[config.mk]
export PLATFORM = sky130hd
export DESIGN_NAME = sine_deserializer
export DESIGN_NICKNAME = d
export VERILOG_FILES = /design/src/rtl/sine_deserializer.sv
export SDC_FILE = /design/constraint.sdc
export NUM_CORES = 1
export LEC_CHECK = 0
export ABC_AREA = 1
export CORE_MARGIN = 3
export CORE_UTILIZATION = 56
export CTS_CLUSTER_SIZE = 10
export DETAILED_ROUTE_END_ITERATION = 10
export GPL_TIMING_DRIVEN = 0
export PLACE_DENSITY = 0.84
export RECOVER_POWER = 50
export SLEW_MARGIN = 10
export SYNTH_ARGS = -nofsm -noshare
export SYNTH_HDL_FRONTEND = slang
export SYNTH_SLANG_ARGS = --single-unit
[constraint.sdc]
create_clock -name clk -period 2.08 [get_ports clk]
set_input_delay 0.416 -clock clk [delete_from_list [all_inputs] [get_ports clk]]
set_output_delay 0.416 -clock clk [all_outputs]
set_load 0.02 [all_outputs]
[src/rtl/sine_deserializer.sv]
// Rebuilds MSB-first serial sine samples into parallel words, with a sample counter and framing-error pulse.
// Optional unsigned peak tracking is enabled by defining SINE_DESER_PEAK_EN.
module sine_deserializer #(
    parameter int DATA_WIDTH = 8,
    parameter int CNT_WIDTH  = 16
) (
    input  logic                  clk,
    input  logic                  rst_n,
    input  logic                  SI,
    input  logic                  SI_en,
    input  logic                  soc,
`ifdef SINE_DESER_PEAK_EN
    input  logic                  peak_clr,
    output logic [DATA_WIDTH-1:0] peak_max,
    output logic [DATA_WIDTH-1:0] peak_min,
`endif
    output logic [DATA_WIDTH-1:0] pdata_out,
    output logic                  data_valid,
    output logic                  busy,
    output logic                  frame_err,
    output logic [CNT_WIDTH-1:0]  sample_cnt
);

    localparam int BW = $clog2(DATA_WIDTH + 1);
    localparam logic [BW-1:0] LAST_BIT = BW'(DATA_WIDTH - 1);

    typedef enum logic [1:0] {IDLE, SHIFT, DONE} state_t;

    state_t                  state_q, state_d;
    logic [DATA_WIDTH-1:0]   shreg_q, shreg_d;
    logic [BW-1:0]           bit_cnt_q, bit_cnt_d;
    logic [DATA_WIDTH-1:0]   pdata_q, pdata_d;
    logic                    dv_q, dv_d;
    logic                    err_q, err_d;
    logic [CNT_WIDTH-1:0]    cnt_q, cnt_d;
    logic                    start;
    logic [DATA_WIDTH-1:0]   shifted;

    assign shifted = {shreg_q[DATA_WIDTH-2:0], SI};

    always_comb begin
        state_d   = state_q;
        shreg_d   = shreg_q;
        bit_cnt_d = bit_cnt_q;
        pdata_d   = pdata_q;
        dv_d      = 1'b0;
        err_d     = 1'b0;
        cnt_d     = cnt_q;
        start     = 1'b0;

        case (state_q)
            IDLE, DONE: begin
                if (soc) begin
                    start = 1'b1;
                end else begin
                    state_d = IDLE;
                end
            end
            SHIFT: begin
                if (soc) begin
                    // Restart before any bit arrived is harmless; otherwise the partial frame is lost.
                    start = 1'b1;
                    err_d = (bit_cnt_q != '0);
                end else if (SI_en) begin
                    shreg_d = shifted;
                    if (bit_cnt_q == LAST_BIT) begin
                        // Output registers load here so data_valid and pdata_out appear together in DONE.
                        pdata_d   = shifted;
                        dv_d      = 1'b1;
                        cnt_d     = cnt_q + CNT_WIDTH'(1);
                        bit_cnt_d = '0;
                        state_d   = DONE;
                    end else begin
                        bit_cnt_d = bit_cnt_q + BW'(1);
                    end
                end
            end
            default: state_d = IDLE;
        endcase

        if (start) begin
            state_d = SHIFT;
            shreg_d = '0;
            if (SI_en) begin
                shreg_d[0] = SI;
                bit_cnt_d  = BW'(1);
            end else begin
                bit_cnt_d  = '0;
            end
        end
    end

    always_ff @(posedge clk) begin
        if (!rst_n) begin
            state_q   <= IDLE;
            shreg_q   <= '0;
            bit_cnt_q <= '0;
            pdata_q   <= '0;
            dv_q      <= 1'b0;
            err_q     <= 1'b0;
            cnt_q     <= '0;
        end else begin
            state_q   <= state_d;
            shreg_q   <= shreg_d;
            bit_cnt_q <= bit_cnt_d;
            pdata_q   <= pdata_d;
            dv_q      <= dv_d;
            err_q     <= err_d;
            cnt_q     <= cnt_d;
        end
    end

`ifdef SINE_DESER_PEAK_EN
    logic [DATA_WIDTH-1:0] peak_max_q, peak_min_q;

    always_ff @(posedge clk) begin
        if (!rst_n || peak_clr) begin
            peak_max_q <= '0;
            peak_min_q <= '1;
        end else if (dv_d) begin
            if (shifted > peak_max_q) peak_max_q <= shifted;
            if (shifted < peak_min_q) peak_min_q <= shifted;
        end
    end

    assign peak_max = peak_max_q;
    assign peak_min = peak_min_q;
`endif

    assign pdata_out  = pdata_q;
    assign data_valid = dv_q;
    assign busy       = (state_q == SHIFT);
    assign frame_err  = err_q;
    assign sample_cnt = cnt_q;

endmodule

; After elaboration in Yosys (flattened, before gate mapping)
; Index checks and enable logic that the tools add are counted.
[totals]
word_cells = 61
ff_bits = 39
output_inout_bits = 27
[op_classes]
bitwise_logic = 4
addsub = 2
mux = 20
n_eq_ne = 12
n_reduce_logical = 14
[ops]
columns = op, n
row1 = 4-bit 2-to-1 mux, 5
row2 = "16-bit by 1-bit adder with 16-bit output, second input constant", 1
row3 = 4-bit AND reduction, 3
row4 = 1-bit 2-to-1 mux, 10
row5 = 3-bit AND reduction, 3
row6 = 2-bit 2-to-1 mux, 4
row7 = "2-bit inequality test, second input constant", 3
row8 = "3-bit by 2-bit inequality test with 1-bit output, second input constant", 2
row9 = "4-bit by 1-bit adder with 4-bit output, second input constant", 1
row10 = "4-bit by 3-bit == test with 1-bit output, second input constant", 1
row11 = "2-bit by 1-bit inequality test with 1-bit output, second input constant", 2
row12 = 1-bit inverter, 4
row13 = 2-bit case mux with 2 select lines, 1
row14 = 2-bit nonzero test, 2
row15 = 4-bit nonzero test, 1
row16 = 2-bit OR reduction, 2
row17 = 4-bit OR reduction, 1
row18 = "3-bit by 1-bit inequality test with 1-bit output, second input constant", 1
row19 = "3-bit inequality test, second input constant", 1
row20 = 3-bit OR reduction, 1
row21 = "2-bit by 1-bit == test with 1-bit output, second input constant", 1
row22 = "2-bit == test, second input constant", 1
row23 = 2-bit zero test, 1

; Logic depth before layout (Yosys ltp)
; Gate-level depths: netlist of run 1.
[logic_depth]
ltp_word = 6
depth_mapped = 9
depth_no_buf = 8

; Least setup slack after synthesis of run 1
; No wires, ideal clock.
[synth_timing]
kind = reg2reg
from = reg cnt_q[0], in the netlist sample_cnt[0]
to = reg cnt_q[14], in the netlist sample_cnt[14]
setup_ns = 0.115
required_time_ns = 1.965
path_stages_with_launch = 9
synth_period_minus_slack_ns = 1.448
arrival_ns = 1.333
path_buffers = 0
slack_ns = 0.632
path_cell_list = dfxtp_1 -> ha_1 -> nand3_1 -> inv_1 -> nand2_1 -> nor2_1 -> nand3_1 -> nand2_1 -> nor2_1
[synth_via]
elab_chain_len = 1
[synth_lines]
columns = item, line_no
row1 = from (decl), 35  ; logic [CNT_WIDTH-1:0] cnt_q, cnt_d;
row2 = from (signal assigned), 109  ; cnt_q <= cnt_d;
row3 = 16-bit by 1-bit adder with 16-bit output, 70  ; cnt_d = cnt_q + CNT_WIDTH'(1);
; No other way between the ends.
; A chain may end at the register's enable or synchronous reset.

; Worst setup path after layout of run 1
[layout_timing]
from = reg state_q[0]
to = out busy
[layout_via]
elab_chain_len = 1
[layout_lines]
columns = item, line_no
row1 = from (decl), 29  ; state_t state_q, state_d;
row2 = from (signal assigned), 103  ; state_q <= state_d;
row3 = 2-bit by 1-bit == test with 1-bit output, 132  ; assign busy = (state_q == SHIFT);
row4 = to (decl), 19  ; output logic busy,
; No other way between the ends.

==> run summary, run 1 <==
hpwl dp = 2.916 mm
DRT Pass-1 Iters = 4
R2R depth = 7
# nets final = 305
WHS Path Cells = 3
diode count = 0
total power = 1.367 mW
final hold violation count = 0
total negative slack = 0 ns
r2r setup slk = 0.45 ns
minimum clock period = 1.943 ns
cell depth of the worst setup path = 3
RSZ-0062 raised after global routing = false
Clk Latency, worst-skew pair = 0.35 ns
clk_skew = 0.01039 ns
largest net degree at the start of global routing = 15
crit path capture type = output pin
Post-CTS Resized = 0
core area = 0.003078 mm2
IO Port Bufs = 30
Max clock buf depth = 2
Slew HR = 72.73%
pwr/cell area = 611.5 mW/mm2
commonest non-fill, non-tap cell in the layout = nand2_1
Syn Nets = 268
die width = 63.04 um
Max-Cap Viols = 0
Top delay family on crit path = buffers and inverters
pins over their slew limit = 0
Yosys reg bits = 39
via count = 1,696
final cell count without fillers = 342
vias per cell = 4.959
synthesized area per cell = 7.007 um2
initial antenna violation count = 0
post-synthesis cell type count = 25
CTS Hold Bufs = 0
first-pass GRT wire length = 6.810 mm
critical path buffer and inverter count = 2
Worst Setup SP = state_q[0]
worst reg2reg path startpoint = bit_cnt_q[0]
outcome = complete, no violations
crit-path cells = inv_2, nor2_8, clkdlybuf4s50_1
WL/cell = 11.18 um
Setup CP Type = reg -> out
placed cell count = 334
Peak VDD IR = 0.5066 mV
GRT overflow = 0
Initial Util = 59.19%
I/O pin count = 32
total routed wirelength = 3.824 mm
Cells after Synth = 260
Crit Path Max Fanout = 7
Crit path arrival time = 1.53 ns
number of H-tree levels = 2
Post-synth top flop = dfxtp_1
HP Start = rst_n
max incr delay on CP = 0.62 ns
Root Driver = clkbuf_4
DRC = 0
slowest library cell on the worst path = clkdlybuf4s50_1
worst-margin pin slew = 0.4090 ns
commonest cells after routing, fill and taps aside = nand2_1 (61), nor2_1 (44), dfxtp_1 (39), inv_1 (34), clkdlybuf4s50_1 (25)
number of DRC markers in iteration 0 = 72
CP required = 1.66 ns
synthesized area = 0.001822 mm2
asr flop ratio synth = 0%
yosys warns = 0
Post-synth EDFFs = 0
fraction of layout instances using a drive strength above 1 = 7.047%
Place WS = 0.1724 ns
hold crit path type = in -> reg
die height = 63.04 um
fmax = 0.5145 GHz
GRT Util Overall = 21.40%
Fillers = 271
# rows = 20
global placer's final weighted congestion = 0.8392
CTS Buf Count = 5
area added between synthesis and finish = 22.73%
die area = 0.003973 mm2
Antenna Violating Nets Remaining = 0
CTS tree = yes
Final setup violation count = 0
vias in the first global route = 1,593
Seq/Total Area, Yosys = 42.86%
Clock transition at path regs = 0.13 ns
Setup Buffers After CTS = 0
worst setup margin = 0.1365 ns
Tcrit/Tclk final = 93.44%
CP startpoint kind = flop
Leak Pwr = 0.9116 nW
CTS sink cnt = 39
## cells by family after synthesis
family / after synthesis / share of synthesized area [%]
buf+inv: 41 / 9.615
fa+ha+maj: 3 / 2.061
compound gates: 42 / 11.95
flops: 39 / 42.86
simple gates: 135 / 33.52
## where the power goes
group	total, mW	internal, mW	switching, mW
Sequential	0.762	0.755	0.00696
Combinational	0.0789	0.0282	0.0507
Clock	0.527	0.259	0.267
Total	1.37	1.04	0.325
## path summary, 6_finish.rpt
| check | end |
|---|---|
| hold reg to reg | shreg_q[6] |
| setup reg to reg | sample_cnt[6] |
| setup / recovery | busy |
| hold / removal | frame_err |
## state kept, by name, summed over array words and instances, names as in the netlist
| name | count |
|---|---|
| frame_err | 1 |
| data_valid | 1 |
| bit_cnt_q | 4 |
| pdata_out | 8 |
| state_q | 2 |
| sample_cnt | 16 |
| shreg_q | 7 |
## stage by stage
stage / area, um2 / hold slack [ns] / util (%)
2_1_floorplan: 1822 / 0.4413 / -
3_3_place_gp: 2177 / 0.4524 / 70.73
3_5_place_dp: 2177 / 0.4526 / 70.73
4_1_cts: 2262 / 0.3725 / 73.50
5_1_grt: 2236 / 0.3777 / 72.64
6_report: 2236 / 0.3852 / 72.64
## area by class of cell
class	instances	area (um2)	area share, %
multi-input cells	180	839.6	37.55
flip-flops and latches	39	780.7	34.92
repair buffers	30	300.3	13.43
inverters	35	131.4	5.876
well taps	44	55.05	2.462
clock inverters	3	47.55	2.126
plain buffers	6	43.79	1.959
clock buffers	5	37.54	1.679
## worst min-delay path, stage by stage
cell     delay [ns]
buf_2          0.14
nand3_1        0.10
a21oi_1        0.04
## synthesized netlist by cell type (2+ instances only)
master / number / area share [%]
buf_6: 2 / 1.2
ha_1: 3 / 2.1
o21ai_1: 2 / 0.55
dfxtp_1: 39 / 43
o21ai_0: 16 / 4.4
nand3_1: 17 / 4.7
buf_2: 2 / 0.55
nand2_1: 60 / 12
inv_1: 34 / 7.0
a21oi_1: 21 / 5.8
nor2_4: 3 / 1.9
nor2_2: 2 / 0.69
nor2_1: 42 / 8.7
nor3_1: 2 / 0.55
nand4_1: 3 / 1.0
nand3_2: 3 / 1.6
## per-layer routing
metal / vias up / wire length (um) / track usage, %
li1: 896 / - / -
met1: 759 / 1798 / 27.15
met2: 37 / 1809 / 35.44
met3: 4 / 186 / 4.676
met4: 0 / 30 / 7.713
met5: - / 0 / 0
Power figures use the tool's default switching activity.
==> run 2: changes to the inputs <==
--- a/config.mk
+++ b/config.mk
@@ -8,3 +8,3 @@
 export ABC_AREA = 1
-export CORE_MARGIN = 3
+export CORE_MARGIN = 5
 export CORE_UTILIZATION = 56
==> constraint.sdc (replaced) <==
create_clock -name clk -period 2.08 [get_ports clk]
set_input_delay 0.208 -clock clk [delete_from_list [all_inputs] [get_ports clk]]
set_output_delay 0.208 -clock clk [all_outputs]
set_load 0.02 [all_outputs]
==> run summary, run 2 (same netlist as run 1, synthesis figures left out) <==
Combinational Power Share = 6.1%
total routed wirelength = 3.802 mm
first-pass GRT wire length = 6.824 mm
max reg flops = 16
Worst Setup SP = state_q[0]
Final setup violation count = 0
CTS Buf Count = 5
R2R depth = 7
CTS sink cnt = 39
Clock transition at path regs = 0.11 ns
RSZ-0062 raised after global routing = false
Clk Latency, worst-skew pair = 0.36 ns
die area = 0.004494 mm2
commonest non-fill, non-tap cell in the layout = nand2_1
outcome = complete, no violations
worst reg2reg path startpoint = bit_cnt_q[0]
critical path capture point = busy
Slew HR = 72.13%
number of H-tree levels = 2
CP required = 1.87 ns
core area = 0.003078 mm2
total power = 1.358 mW
Setup Buffers After CTS = 0
Max clock buf depth = 2
Setup CP Type = reg -> out
DRT Pass-1 Iters = 4
DRC = 0
GRT Util Overall = 20.22%
fmax = 0.5673 GHz
commonest cells after routing, fill and taps aside = nand2_1 (60), nor2_1 (43), dfxtp_1 (39), inv_1 (34), a21oi_1 (21)
worst r2r dst = sample_cnt[6]
Crit Path Max Fanout = 7
CTS tree = yes
Crit path arrival time = 1.55 ns
crit path capture type = output pin
Antenna Violating Nets Remaining = 0
hpwl dp = 2.888 mm
Max-Cap Viols = 0
WL/cell = 11.12 um
largest net degree at the start of global routing = 14
I/O pin count = 32
clk_skew = 0.02228 ns
hold crit path type = in -> reg
vias in the first global route = 1,577
sw power = 320.7 uW
total negative slack = 0 ns
GRT overflow = 0
worst-margin pin slew = 0.4137 ns
area occupied by multi-input gates = 854.6 um2
die width = 67.04 um
CTS Hold Bufs = 0
r2r setup slk = 0.48 ns
Initial Util = 59.19%
final hold violation count = 0
via count = 1,705
# nets final = 305
global placer's final weighted congestion = 0.8459
Register Area = 780.7 um2
pwr/cell area = 604.4 mW/mm2
vias per cell = 4.985
diode count = 0
die height = 67.04 um
Root Driver = clkbuf_4
smallest hold slack = 0.1610 ns
Net Sw Frac = 23.62%
# rows = 20
area added between synthesis and finish = 23.35%
Tcrit/Tclk final = 84.75%
initial antenna violation count = 0
number of DRC markers in iteration 0 = 111
Post-CTS Resized = 0
minimum clock period = 1.763 ns
sequential cell fraction of total power = 56.1%
IO Port Bufs = 30
Peak VDD IR = 0.5950 mV
Fillers = 270
Leak Pwr = 0.9456 nW
Clk pwr share = 37.8%
pins over their slew limit = 0
CP startpoint kind = flop
Int Power = 1.037 mW
fraction of layout instances using a drive strength above 1 = 7.718%
run 2: routing by layer:
metal	up-vias	global-route usage (%)	part of all wire (%)
met5	-	0	0
met4	0	9.873	2.4
met3	9	4.890	5.1
met2	33	32.39	45
met1	765	25.05	47
li1	898	-	-
run 2: worst min path at each step:
stage / depth (start not counted) / endpoint / slack, ns / start
6_report: 3 / pdata_out[2] / 0.16 / rst_n
5_1_grt: 3 / pdata_out[2] / 0.17 / rst_n
4_1_cts: 3 / pdata_out[2] / 0.15 / rst_n
3_5_place_dp: 2 / shreg_q[6] / 0.45 / shreg_q[6]
3_3_place_gp: 2 / shreg_q[6] / 0.45 / shreg_q[6]
2_1_floorplan: 2 / frame_err / 0.35 / soc
run 2: final cells by class:
class,count,share of cell area (%)
inverters,35,5.846
clock buffers,5,1.670
flip-flops and latches,39,34.74
multi-input cells,180,38.03
plain buffers,6,1.949
well taps,44,2.450
repair buffers,30,13.36
clock inverters,3,1.949
run 2: worst max-delay path, stage by stage, from the launching register on:
cell             delay [ns]
dfxtp_1                0.36
inv_2                  0.07
nor2_8                 0.14
clkdlybuf4s50_1        0.63
run 2: stage by stage:
| stage | util, % | worst slack [ns] | cells | cell area, um2 |
|---|---|---|---|---|
| 5_1_grt | 73.01 | 0.2272 | 342 | 2247 |
| 4_1_cts | 73.37 | 0.2917 | 342 | 2258 |
| 3_3_place_gp | 70.73 | 0.3948 | 334 | 2177 |
| 6_report | 73.01 | 0.3172 | 342 | 2247 |
| 2_1_floorplan | - | 0.6320 | 260 | 1822 |
| 3_5_place_dp | 70.73 | 0.3756 | 334 | 2177 |
run 2: power by group through the flow:
stage                     Sequential (mW)  Combinational, mW  Clock, mW
final                               0.761             0.0830      0.514
after global routing                0.763             0.0936      0.556
after CTS                           0.761             0.0849      0.520
after detailed placement            0.778             0.0836          0
after global placement              0.778             0.0821          0
after floorplan                     0.777             0.0583          0
==> run 3: changes to the inputs <==
- CORE_UTILIZATION: 56 -> 52
- PLACE_DENSITY: 0.84 -> 0.79
- clock period: 2.08 -> 1.8 ns (I/O delays scaled with it)
==> run summary, run 3 (same netlist as run 1, synthesis figures left out) <==
outcome = complete, no violations
Peak VDD IR = 0.4614 mV
slowest library cell on the worst path = dfxtp_1
Fillers = 336
Clk pwr share = 31.1%
pwr/cell area = 637.4 mW/mm2
diode count = 0
number of H-tree levels = 2
CP required = 2.05 ns
top sig layer = met4
# nets final = 305
Max clock buf depth = 2
GRT overflow = 0
initial antenna violation count = 0
DRC = 0
CP most frequent cell = nand2_1
commonest cells after routing, fill and taps aside = nand2_1 (61), nor2_1 (41), dfxtp_1 (39), inv_1 (35), a21oi_1 (21)
minimum clock period = 1.659 ns
CTS Buf Count = 5
total negative slack = 0 ns
total routed wirelength = 3.843 mm
Leak Pwr = 0.9294 nW
wl on met1 = 1.903 mm
Crit path arrival time = 1.91 ns
CP startpoint kind = flop
die height = 69.19 um
Combinational Power Share = 6.5%
area added between synthesis and finish = 21.36%
Setup CP Type = reg -> reg
placed instance area = 0.002180 mm2
sw power = 360.9 uW
CTS tree = yes
pins over their slew limit = 0
fraction of layout instances using a drive strength above 1 = 7.718%
area occupied by multi-input gates = 857.1 um2
# rows = 21
DRT Pass-1 Iters = 4
crit path capture type = flop
Crit Path Max Fanout = 10
clk_skew = 0.005880 ns
first-pass GRT wire length = 6.624 mm
global placer's final weighted congestion = 0.8136
largest net degree at the start of global routing = 13
CTS sink cnt = 39
die area = 0.004787 mm2
fmax = 0.6026 GHz
Max-Cap Viols = 0
worst-margin pin slew = 0.4656 ns
Place WS = 0.1486 ns
vias in the first global route = 1,557
WL/cell = 11.17 um
die width = 69.19 um
via count = 1,670
max incr delay on CP = 0.35 ns
GRT Util Overall = 16.62%
sequential cell fraction of total power = 62.4%
RSZ-0062 raised after global routing = false
I/O pin count = 32
Int Power = 1.048 mW
Final setup violation count = 0
hpwl dp = 2.899 mm
met3 wire len = 208 um
commonest non-fill, non-tap cell in the layout = nand2_1
final hold violation count = 0
Antenna Violating Nets Remaining = 0
vias per cell = 4.855
Root Driver = clkbuf_4
crit-path cells = inv_1, nor2_8, nand2_1, nor2_4, clkbuf_2, nand2_1, o21ai_0, nor2_1
Net Sw Frac = 25.61%
worst setup margin = 0.1406 ns
Register Area = 780.7 um2
Initial Util = 54.17%
post-route cell area = 0.002211 mm2
routed wl met2 = 1.668 mm
Clock transition at path regs = 0.12 ns
number of DRC markers in iteration 0 = 85
Clk Latency, worst-skew pair = 0.35 ns
Tcrit/Tclk final = 92.19%
Setup Buffers After CTS = 0
core area = 0.003363 mm2
Slew HR = 68.63%
hold crit path type = in -> reg
max reg flops = 16
IO Port Bufs = 30
run 3: changes by cell type in the layout (fill, tap and decap cells not counted), moves of 2 or more:
cell / before / now
clkdlybuf4s50_1: 19 / 16
clkinv_2: 1 / 3
dlygate4sd3_1: 11 / 13
nor2_1: 43 / 41
run 3: power by group through the flow:
stage | clock [mW] | combinational [mW] | sequential (mW)
6_report | 0.439 | 0.0913 | 0.879
5_1_grt | 0.480 | 0.102 | 0.881
4_1_cts | 0.441 | 0.0980 | 0.880
3_5_place_dp | 0 | 0.0972 | 0.899
3_3_place_gp | 0 | 0.0954 | 0.899
2_1_floorplan | 0 | 0.0674 | 0.898
run 3: path summary, 6_finish.rpt:
| check | slack (ns) | endpoint | start | cells past startpoint |
|---|---|---|---|---|
| worst max-delay path | 0.14 | sample_cnt[6] | state_q[0] | 8 |
| worst min-delay path | 0.14 | pdata_out[3] | rst_n | 3 |
| worst min register to register | 0.47 | pdata_out[6] | pdata_out[6] | 2 |
| worst max register to register | 0.14 | sample_cnt[6] | state_q[0] | 8 |
run 3: worst max-delay path: cells and delay by family, from the launching register on:
family / cells / cell delay, ns
flip-flops: 1 / 0.35
AO/OA/AOI/OAI: 1 / 0.17
AND/OR/NAND/NOR: 5 / 0.68
buffers and inverters: 2 / 0.37
run 3: routing by layer:
layer  up-vias  GRT usage (%)
li1        892              -
met1       735          20.50
met2        37          27.86
met3         6          3.768
met4         0          6.725
met5         -              0
run 3: layout make-up:
class                      count  area share (%)
buffer                         6           1.698
clock buffer                   5           1.698
clock inverter                 3          0.6791
inverter                      35           5.942
multi-input combinational    180           38.77
sequential                    39           35.31
tap                           46           2.603
timing repair buffer          30           13.30
run 3: metrics by stage:
step | power [mW] | hold slack [ns] | utilization, % | instances
floorplan | 0.9656 | 0.3209 | - | 260
global placement | 0.9945 | 0.4531 | 64.81 | 336
detailed placement | 0.9959 | 0.4562 | 64.81 | 336
CTS | 1.419 | 0.1405 | 66.37 | 344
global route | 1.462 | 0.1441 | 65.74 | 344
finish | 1.409 | 0.1411 | 65.74 | 344
run 3: timing repair:
action                                 CTS  global route
resized for setup                        0             2
setup endpoints to repair                0             3
endpoints found under the hold margin    0             0
hold buffers                             0             0
